[config.mk]
export PLATFORM = sky130hd
export DESIGN_NAME = ammrv_2x_bridge
export DESIGN_NICKNAME = d
export VERILOG_FILES = /design/src/rtl/ammrv_2x_bridge.sv
export SDC_FILE = /design/constraint.sdc
export NUM_CORES = 1
export LEC_CHECK = 0
export ABC_AREA = 0
export ABC_CLOCK_PERIOD_IN_PS = 2700
export CAP_MARGIN = 15
export CORE_ASPECT_RATIO = 2
export CORE_MARGIN = 2
export CORE_UTILIZATION = 49
export DETAILED_ROUTE_END_ITERATION = 10
export PLACE_DENSITY_LB_ADDON = 0.3
export SYNTH_ARGS = -nofsm -noshare
export SYNTH_HDL_FRONTEND = slang
export SYNTH_SLANG_ARGS = --single-unit
[constraint.sdc]
create_clock -name clk -period 2.7 [get_ports clk]
set_input_delay 0.54 -clock clk [delete_from_list [all_inputs] [get_ports clk]]
set_output_delay 0.54 -clock clk [all_outputs]
set_load 0.02 [all_outputs]
[src/rtl/ammrv_2x_bridge.sv]
// Avalon-MM rate bridge: half-rate slave port (phase-enabled by clk_1x_en) to a
// full-rate master port. One command in flight at a time; read returns may pipeline.
module ammrv_2x_bridge #(
  parameter int P_PASSTHROUGH = 0,
  parameter int ADDR_W        = 32,
  parameter int DATA_W        = 32,
  parameter int RD_FIFO_DEPTH = 4
) (
  input  logic                clk,
  input  logic                reset_n,
  input  logic                clk_1x_en,
  input  logic [ADDR_W-1:0]   s_address,
  input  logic [DATA_W/8-1:0] s_byteenable,
  input  logic [DATA_W-1:0]   s_writedata,
  input  logic                s_read,
  input  logic                s_write,
  output logic                s_waitrequest,
  output logic [DATA_W-1:0]   s_readdata,
  output logic                s_readdatavalid,
  output logic [ADDR_W-1:0]   m_address,
  output logic [DATA_W/8-1:0] m_byteenable,
  output logic [DATA_W-1:0]   m_writedata,
  output logic                m_read,
  output logic                m_write,
  input  logic                m_waitrequest,
  input  logic [DATA_W-1:0]   m_readdata,
  input  logic                m_readdatavalid
);
  localparam int BE_W = DATA_W / 8;

  if (P_PASSTHROUGH != 0) begin : g_pass
    assign m_address       = s_address;
    assign m_byteenable    = s_byteenable;
    assign m_writedata     = s_writedata;
    assign m_read          = s_read;
    assign m_write         = s_write;
    assign s_waitrequest   = m_waitrequest;
    assign s_readdata      = m_readdata;
    assign s_readdatavalid = m_readdatavalid;
  end else begin : g_bridge
    localparam int PTR_W = $clog2(RD_FIFO_DEPTH);
    localparam int CNT_W = PTR_W + 1;
    localparam logic [CNT_W-1:0] MAX_OUT = CNT_W'(RD_FIFO_DEPTH);

    typedef enum logic [1:0] {
      ST_IDLE     = 2'd0,
      ST_MREQ     = 2'd1,
      ST_ACK_WAIT = 2'd2,
      ST_ACK      = 2'd3
    } state_t;

    state_t              state_q, state_d;
    logic [ADDR_W-1:0]   m_address_q, m_address_d;
    logic [BE_W-1:0]     m_byteenable_q, m_byteenable_d;
    logic [DATA_W-1:0]   m_writedata_q, m_writedata_d;
    logic                m_read_q, m_read_d;
    logic                m_write_q, m_write_d;
    logic                rnw_q, rnw_d;
    logic                s_waitrequest_q, s_waitrequest_d;
    logic [DATA_W-1:0]   s_readdata_q;
    logic                s_readdatavalid_q;
    logic [DATA_W-1:0]   fifo_mem_q [RD_FIFO_DEPTH];
    logic [PTR_W-1:0]    wr_ptr_q, rd_ptr_q;
    logic [CNT_W-1:0]    count_q, outstanding_q;
    logic                capture_s, accept_s, rd_accept_s, push_s, pop_s;

    assign capture_s   = (state_q == ST_IDLE) && clk_1x_en && (s_read || s_write)
                         && (outstanding_q < MAX_OUT);
    assign accept_s    = (state_q == ST_MREQ) && !m_waitrequest;
    assign rd_accept_s = accept_s && rnw_q;
    // Only data some issued read is still waiting for may enter the buffer.
    assign push_s      = m_readdatavalid && (count_q < outstanding_q);
    assign pop_s       = clk_1x_en && (count_q != {CNT_W{1'b0}});

    // State register and registered command/handshake outputs.
    always_ff @(posedge clk) begin
      if (!reset_n) begin
        state_q         <= ST_IDLE;
        m_address_q     <= {ADDR_W{1'b0}};
        m_byteenable_q  <= {BE_W{1'b0}};
        m_writedata_q   <= {DATA_W{1'b0}};
        m_read_q        <= 1'b0;
        m_write_q       <= 1'b0;
        rnw_q           <= 1'b0;
        s_waitrequest_q <= 1'b1;
      end else begin
        state_q         <= state_d;
        m_address_q     <= m_address_d;
        m_byteenable_q  <= m_byteenable_d;
        m_writedata_q   <= m_writedata_d;
        m_read_q        <= m_read_d;
        m_write_q       <= m_write_d;
        rnw_q           <= rnw_d;
        s_waitrequest_q <= s_waitrequest_d;
      end
    end

    // Next-state logic.
    always_comb begin
      state_d = state_q;
      case (state_q)
        ST_IDLE:     if (capture_s) state_d = ST_MREQ;     else state_d = ST_IDLE;
        ST_MREQ:     if (accept_s)  state_d = ST_ACK_WAIT; else state_d = ST_MREQ;
        ST_ACK_WAIT: if (clk_1x_en) state_d = ST_ACK;      else state_d = ST_ACK_WAIT;
        ST_ACK:      if (clk_1x_en) state_d = ST_IDLE;     else state_d = ST_ACK;
        default:     state_d = ST_IDLE;
      endcase
    end

    // Output next values; a simultaneous read+write is taken as a read.
    always_comb begin
      m_address_d     = m_address_q;
      m_byteenable_d  = m_byteenable_q;
      m_writedata_d   = m_writedata_q;
      m_read_d        = m_read_q;
      m_write_d       = m_write_q;
      rnw_d           = rnw_q;
      s_waitrequest_d = s_waitrequest_q;
      case (state_q)
        ST_IDLE: begin
          if (capture_s) begin
            m_address_d    = s_address;
            m_byteenable_d = s_byteenable;
            m_writedata_d  = s_writedata;
            m_read_d       = s_read;
            m_write_d      = !s_read;
            rnw_d          = s_read;
          end else begin
            rnw_d = rnw_q;
          end
        end
        ST_MREQ: begin
          if (accept_s) begin
            m_read_d  = 1'b0;
            m_write_d = 1'b0;
          end else begin
            m_read_d  = m_read_q;
          end
        end
        ST_ACK_WAIT: begin
          if (clk_1x_en) s_waitrequest_d = 1'b0; else s_waitrequest_d = s_waitrequest_q;
        end
        ST_ACK: begin
          if (clk_1x_en) s_waitrequest_d = 1'b1; else s_waitrequest_d = s_waitrequest_q;
        end
        default: s_waitrequest_d = 1'b1;
      endcase
    end

    // Read-response storage.
    always_ff @(posedge clk) begin
      if (push_s) fifo_mem_q[wr_ptr_q] <= m_readdata;
    end

    // Buffer pointers, outstanding-read count and slow-domain response output.
    always_ff @(posedge clk) begin
      if (!reset_n) begin
        wr_ptr_q          <= {PTR_W{1'b0}};
        rd_ptr_q          <= {PTR_W{1'b0}};
        count_q           <= {CNT_W{1'b0}};
        outstanding_q     <= {CNT_W{1'b0}};
        s_readdata_q      <= {DATA_W{1'b0}};
        s_readdatavalid_q <= 1'b0;
      end else begin
        if (push_s) wr_ptr_q <= wr_ptr_q + PTR_W'(1);
        if (pop_s) begin
          rd_ptr_q          <= rd_ptr_q + PTR_W'(1);
          s_readdata_q      <= fifo_mem_q[rd_ptr_q];
          s_readdatavalid_q <= 1'b1;
        end else if (clk_1x_en) begin
          s_readdatavalid_q <= 1'b0;
        end
        case ({push_s, pop_s})
          2'b10:   count_q <= count_q + CNT_W'(1);
          2'b01:   count_q <= count_q - CNT_W'(1);
          default: count_q <= count_q;
        endcase
        case ({rd_accept_s, pop_s})
          2'b10:   outstanding_q <= outstanding_q + CNT_W'(1);
          2'b01:   outstanding_q <= outstanding_q - CNT_W'(1);
          default: outstanding_q <= outstanding_q;
        endcase
      end
    end

    assign m_address       = m_address_q;
    assign m_byteenable    = m_byteenable_q;
    assign m_writedata     = m_writedata_q;
    assign m_read          = m_read_q;
    assign m_write         = m_write_q;
    assign s_waitrequest   = s_waitrequest_q;
    assign s_readdata      = s_readdata_q;
    assign s_readdatavalid = s_readdatavalid_q;
  end
endmodule

## After elaboration in Yosys (flattened, before gate mapping)

Memory sizes are Yosys's and may differ from the RTL's. A register that Yosys moved wholly into a read port is not among the register bits.
Index checks and enable logic that the tools add are counted.

- Latch bits: 0
- Memories: 1
- Register bits after elaboration: 85
- Memory bits (read-only): 0
- RAM bits: 128

Memory list:

| name | depth | bits a word | read ports | clocked after Yosys merged registers in | wr ports | line | RTL |
|---|---|---|---|---|---|---|---|
| g_bridge.fifo_mem_q | 4 | 32 | 1 | 1 | 1 | 62 | `logic [DATA_W-1:0] fifo_mem_q [RD_FIFO_DEPTH];` |

- Equal/unequal tests: 11
- Reduce and logical (&&, ||, !) cells: 21
- Div/mod/pow operators: 0
- Bitwise logic cells: 0
- $add $sub $neg: 6
- Multiply operators: 0
- Mux-type cells: 18
- Shift operators: 0
- $lt $le $gt $ge: 2

Operators with widths:

| kind | count |
|---|---|
| $pmux 3 s2 | 2 |
| $mux 1 | 10 |
| $reduce_bool 2->1 | 5 |
| $eq 2x2->1 const B | 4 |
| $ne 2x2->1 const B | 4 |
| $pmux 2 s4 | 1 |
| $logic_and 1x1->1 | 7 |
| $add 3x1->3 const B | 2 |
| $eq 2x1->1 const B | 3 |
| $pmux 1 s2 | 3 |
| $reduce_and 3->1 | 2 |
| $sub 3x1->3 const B | 2 |
| $add 2x1->2 const B | 2 |
| $mux 2 | 2 |
| $logic_not 1->1 | 3 |
| $lt 3x3->1 | 1 |
| $lt 3x3->1 const B | 1 |
| $reduce_bool 3->1 | 1 |
| $logic_not 2->1 | 1 |
| $reduce_and 2->1 | 1 |
| $logic_or 1x1->1 | 1 |

## Depth between registers and ports, before layout

- Word-level depth: 6
- Mapped depth: 11
- Mapped depth without buffers: 11

## Worst setup path before layout

No wires, ideal clock.

- Path kind: flip-flop to flip-flop
- Start: register g_bridge.outstanding_q[2]
- End: register g_bridge.count_q[2]
- Library setup time: 70 ps
- Stages on the path, launching flop included: 12
- Path slack: 393 ps
- Arrival time: 2237 ps
- Required time: 2630 ps
- Cells stage by stage: dfxtp_1 inv_1 ha_1 nand2_1 o2111a_1 inv_1 ha_1 inv_1 fa_1 xor2_1 or3_1 a21oi_1

- Word-level cells in the longest chain between the ends: 4
- Elaborated cells between the ends (all ways): 6
- Classes of those cells: order compare: 1; eq/ne: 2; mux: 1; reduce/logical: 2

RTL lines:

| what | line | RTL |
|---|---|---|
| start, declared | 64 | `logic [CNT_W-1:0] count_q, outstanding_q;` |
| start signal, assigned | 161 | `outstanding_q <= {CNT_W{1'b0}};` |
| start signal, assigned | 179 | `2'b10: outstanding_q <= outstanding_q + CNT_W'(1);` |
| start signal, assigned | 180 | `2'b01: outstanding_q <= outstanding_q - CNT_W'(1);` |
| $lt 3x3->1 * | 72 | `assign push_s = m_readdatavalid && (count_q < outstanding_q);` |
| $logic_and 1x1->1 * | 72 |  |
| $eq 2x1->1 or $eq 2x2->1 (tied branches) | 173 | `case ({push_s, pop_s})` |
| $pmux 3 s2 or $reduce_bool 2->1 (tied branches) | - |  |
| end signal, assigned | 174 | `2'b10: count_q <= count_q + CNT_W'(1);` |
| end signal, assigned | 175 | `2'b01: count_q <= count_q - CNT_W'(1);` |
| end signal, assigned | 176 | `default: count_q <= count_q;` |
| end, declared | 64 |  |

Mark *: on every way between the ends. The rest lies on a longest branch, timed or not.
A chain may end at the register's enable or synchronous reset.

## Worst setup path after layout

Ends and elaborated chain as after synthesis.

==> out/summary.txt <==
metal3 WL -> 1363 um
clock-pin slew on the worst setup and hold paths -> 70 ps
P_leak -> 0.004108 uW
drt initial violations -> 131
Crit Path Class -> flop to flop
Max Used Layer -> met4
sequential area share after synthesis -> 0.7048
HPWL after DPL -> 13,040 um
Max Cap Viol -> 0
First-pass DRT Iterations -> 4
crit path capture type -> flop
Worst EP required -> 3130 ps
count of final setup violators -> 0
crit-path max FO -> 7
DIE AREA -> 19,060 sq um
crit path DAT -> 3000 ps
Layout Utilization -> 0.6809
Post-Synth Simple-Gate Area -> 0.08097
final setup margin -> 137.3 ps
total inserted antenna cells -> 0
PwrDens -> 705.2 nW/um^2
Max Slew Vio Count -> 0
Max Fclk -> 0.3902 GHz
TritonCTS clock tree -> built
syn nets -> 757
Synth Instances -> 640
Min Clock Period, post-route -> 2563 ps
HP Class -> flop to flop
largest family of logic cells by synthesized area -> compound AO/OA/AOI/OAI gates
Overall Global Routing Usage -> 0.2017
Synth Area per Inst -> 13.71 sq um
Slew @ Worst Pin -> 909.3 ps
GPL Wtd Cong -> 0.7667
Fin Clk Skew -> 9.874 ps
#FFs+latches synth -> 245
CORE AREA -> 17,700 sq um
Via density -> 5.330
RSZ-0062 raised after global routing -> no
largest net degree at the start of global routing -> 53
CTS Buf Count -> 22
synthesized area -> 8777 sq um
WL met1 -> 7208 um
startpoint types -> flop
Rows -> 69
synth unique cells -> 30
# hold bufs at CTS -> 0
Adder-Cell Fraction of Synth Area -> 0.01597
first-pass GRT wire length -> 31,040 um
Synth Area in XOR/XNOR -> 0.007983
aggregate routed wire length -> 19,480 um
outcome -> complete, no violations
pre-CTS WS -> 72.53 ps
Final ANT Viol Nets -> 0
Overflow after GRT -> 0
Layout Nets -> 972
DRC -> 0
Clk Latency, worst-skew pair -> 500 ps
share of layout cells above drive strength 1 -> 0.1148
mux share of post-synthesis cell area -> 0.08211
Compound-Gate Fraction of Synth Area -> 0.08225
vias in the first global route -> 6,264
H-tree lvl count -> 1
Die H -> 193.3 um
DR vias -> 5,778
antenna violations before repair -> 0
# Post-CTS Setup Buffers -> 0
Fin. Hold Viols -> 0
# clock sinks -> 245
Max VDD drop -> 0.5303 mV
I/O Buffers -> 210
Setup Total Neg Slack -> 0 ps
Max Root-Sink Buffers -> 3
die width -> 98.64 um
routed length per placed instance -> 17.97 um
Layout area overhead -> 37.29%
clk root buf -> clkbuf_16
slew margin rel. -> 0.3924
Final Cycle Share -> 0.9492
met2 wire length -> 10,400 um
yosys warns -> 0
Initial Util -> 0.4959
IO Count -> 211
==> flip-flops by register name, summed over array words and instances (netlist names), 2 cells and up <==
name                    cells
g_bridge.count_q            3
g_bridge.state_q            2
g_bridge.rd_ptr_q           2
m_address                  32
g_bridge.wr_ptr_q           2
g_bridge.outstanding_q      3
g_bridge.fifo_mem_q       128
m_writedata                32
s_readdata                 32
m_byteenable                4
==> through the flow <==
step | std cells | hold WS, ps | power (uW) | area [sq um]
2_1_floorplan | 640 | 436.6 | 4582 | 8777
3_3_place_gp | 1044 | 440.8 | 5011 | 11220
3_5_place_dp | 1044 | 445.6 | 5044 | 11220
4_1_cts | 1084 | 454.4 | 8586 | 12050
5_1_grt | 1084 | 478.2 | 8785 | 12050
6_report | 1084 | 453.2 | 8498 | 12050
==> power breakdown <==
part / leakage [uW] / switching, uW / internal (uW)
clock network: 0.000401 / 1310 / 2230
logic: 0.00160 / 424 / 437
registers: 0.00210 / 68.2 / 4030
==> synthesized netlist by cell type (all sizes together) <==
master,instances,share of area
nand2,148,0.063
edfxtp,128,0.44
dfxtp,117,0.27
a21oi,80,0.046
a22o,32,0.032
mux4,32,0.082
clkbuf,23,0.0098
buf,15,0.011
inv,13,0.0056
nor2,13,0.0058
ha,8,0.011
xor2,6,0.0060
and2,4,0.0029
nand3,3,0.0017
o21ai,3,0.0017
fa,2,0.0046
or3,2,0.0014
xnor2,2,0.0020
nand2b,1,0.00071
nand3b,1,0.00086
nor2b,1,0.00071
nor3b,1,0.00086
nor4b,1,0.0017
o2111a,1,0.0013
o21a,1,0.00086
o31ai,1,0.00086
or3b,1,0.0010
==> final timing paths <==
path	slack, ps	endpoint	depth (start not counted)	start
min reg2reg	450	m_address[30]	2	m_address[30]
max reg2reg	140	g_bridge.count_q[2]	11	g_bridge.outstanding_q[2]
max	140	g_bridge.count_q[2]	11	g_bridge.outstanding_q[2]
min	450	m_address[30]	2	m_address[30]
==> layout by cell type (no fill, tap or decap), drive strengths merged, types with 4 or more instances in the layout <==
master / synthesis / layout
nand2: 148 / 148
a22o: 32 / 32
mux4: 32 / 32
bufinv: 0 / 7
xor2: 6 / 6
clkbuf: 23 / 27
ha: 8 / 8
clkinv: 0 / 4
clkdlybuf4s50: 0 / 210
edfxtp: 128 / 128
nor2: 13 / 13
and2: 4 / 4
dfxtp: 117 / 117
buf: 15 / 19
inv: 13 / 13
a21oi: 80 / 80
==> kinds of logic after synthesis <==
| family | count (synthesis) |
|---|---|
| AND/OR/NAND/NOR | 176 |
| AO/OA/AOI/OAI | 118 |
| multiplexers | 32 |
| buffers and inverters | 51 |
| flip-flops | 245 |
| XOR/XNOR | 8 |
| adder cells (fa/ha/maj) | 10 |
==> area by class of cell <==
cell class | instances | area [sq um]
clock buffer | 27 | 590.6
clock inverter | 13 | 241.5
timing repair buffer | 229 | 2320
multi-input combinational | 344 | 2395
tap | 213 | 266.5
sequential | 245 | 6188
inverter | 13 | 48.80
fill | 1242 | 5648
==> metal layers <==
layer  GRT usage  vias to the layer above
met1      0.2232                     2790
li1            -                     2720
met5           0                        -
met4     0.06799                        0
met2      0.3704                      227
met3     0.05130                       41
==> critical path, cell delays in order (launching register included) <==
cell and delay [ps]:
dfxtp_1 390, inv_1 70, ha_1 300, nand2_1 60
o2111a_2 310, inv_1 100, ha_1 200, inv_1 70
fa_1 390, xor2_1 170, or3_1 300, a21oi_1 140
==> what timing repair did <==
item / CTS / global route
resized for setup: 0 / 1
setup endpoints to repair: 0 / 1
endpoints found under the hold margin: 0 / 0
Power figures use the tool's default switching activity.
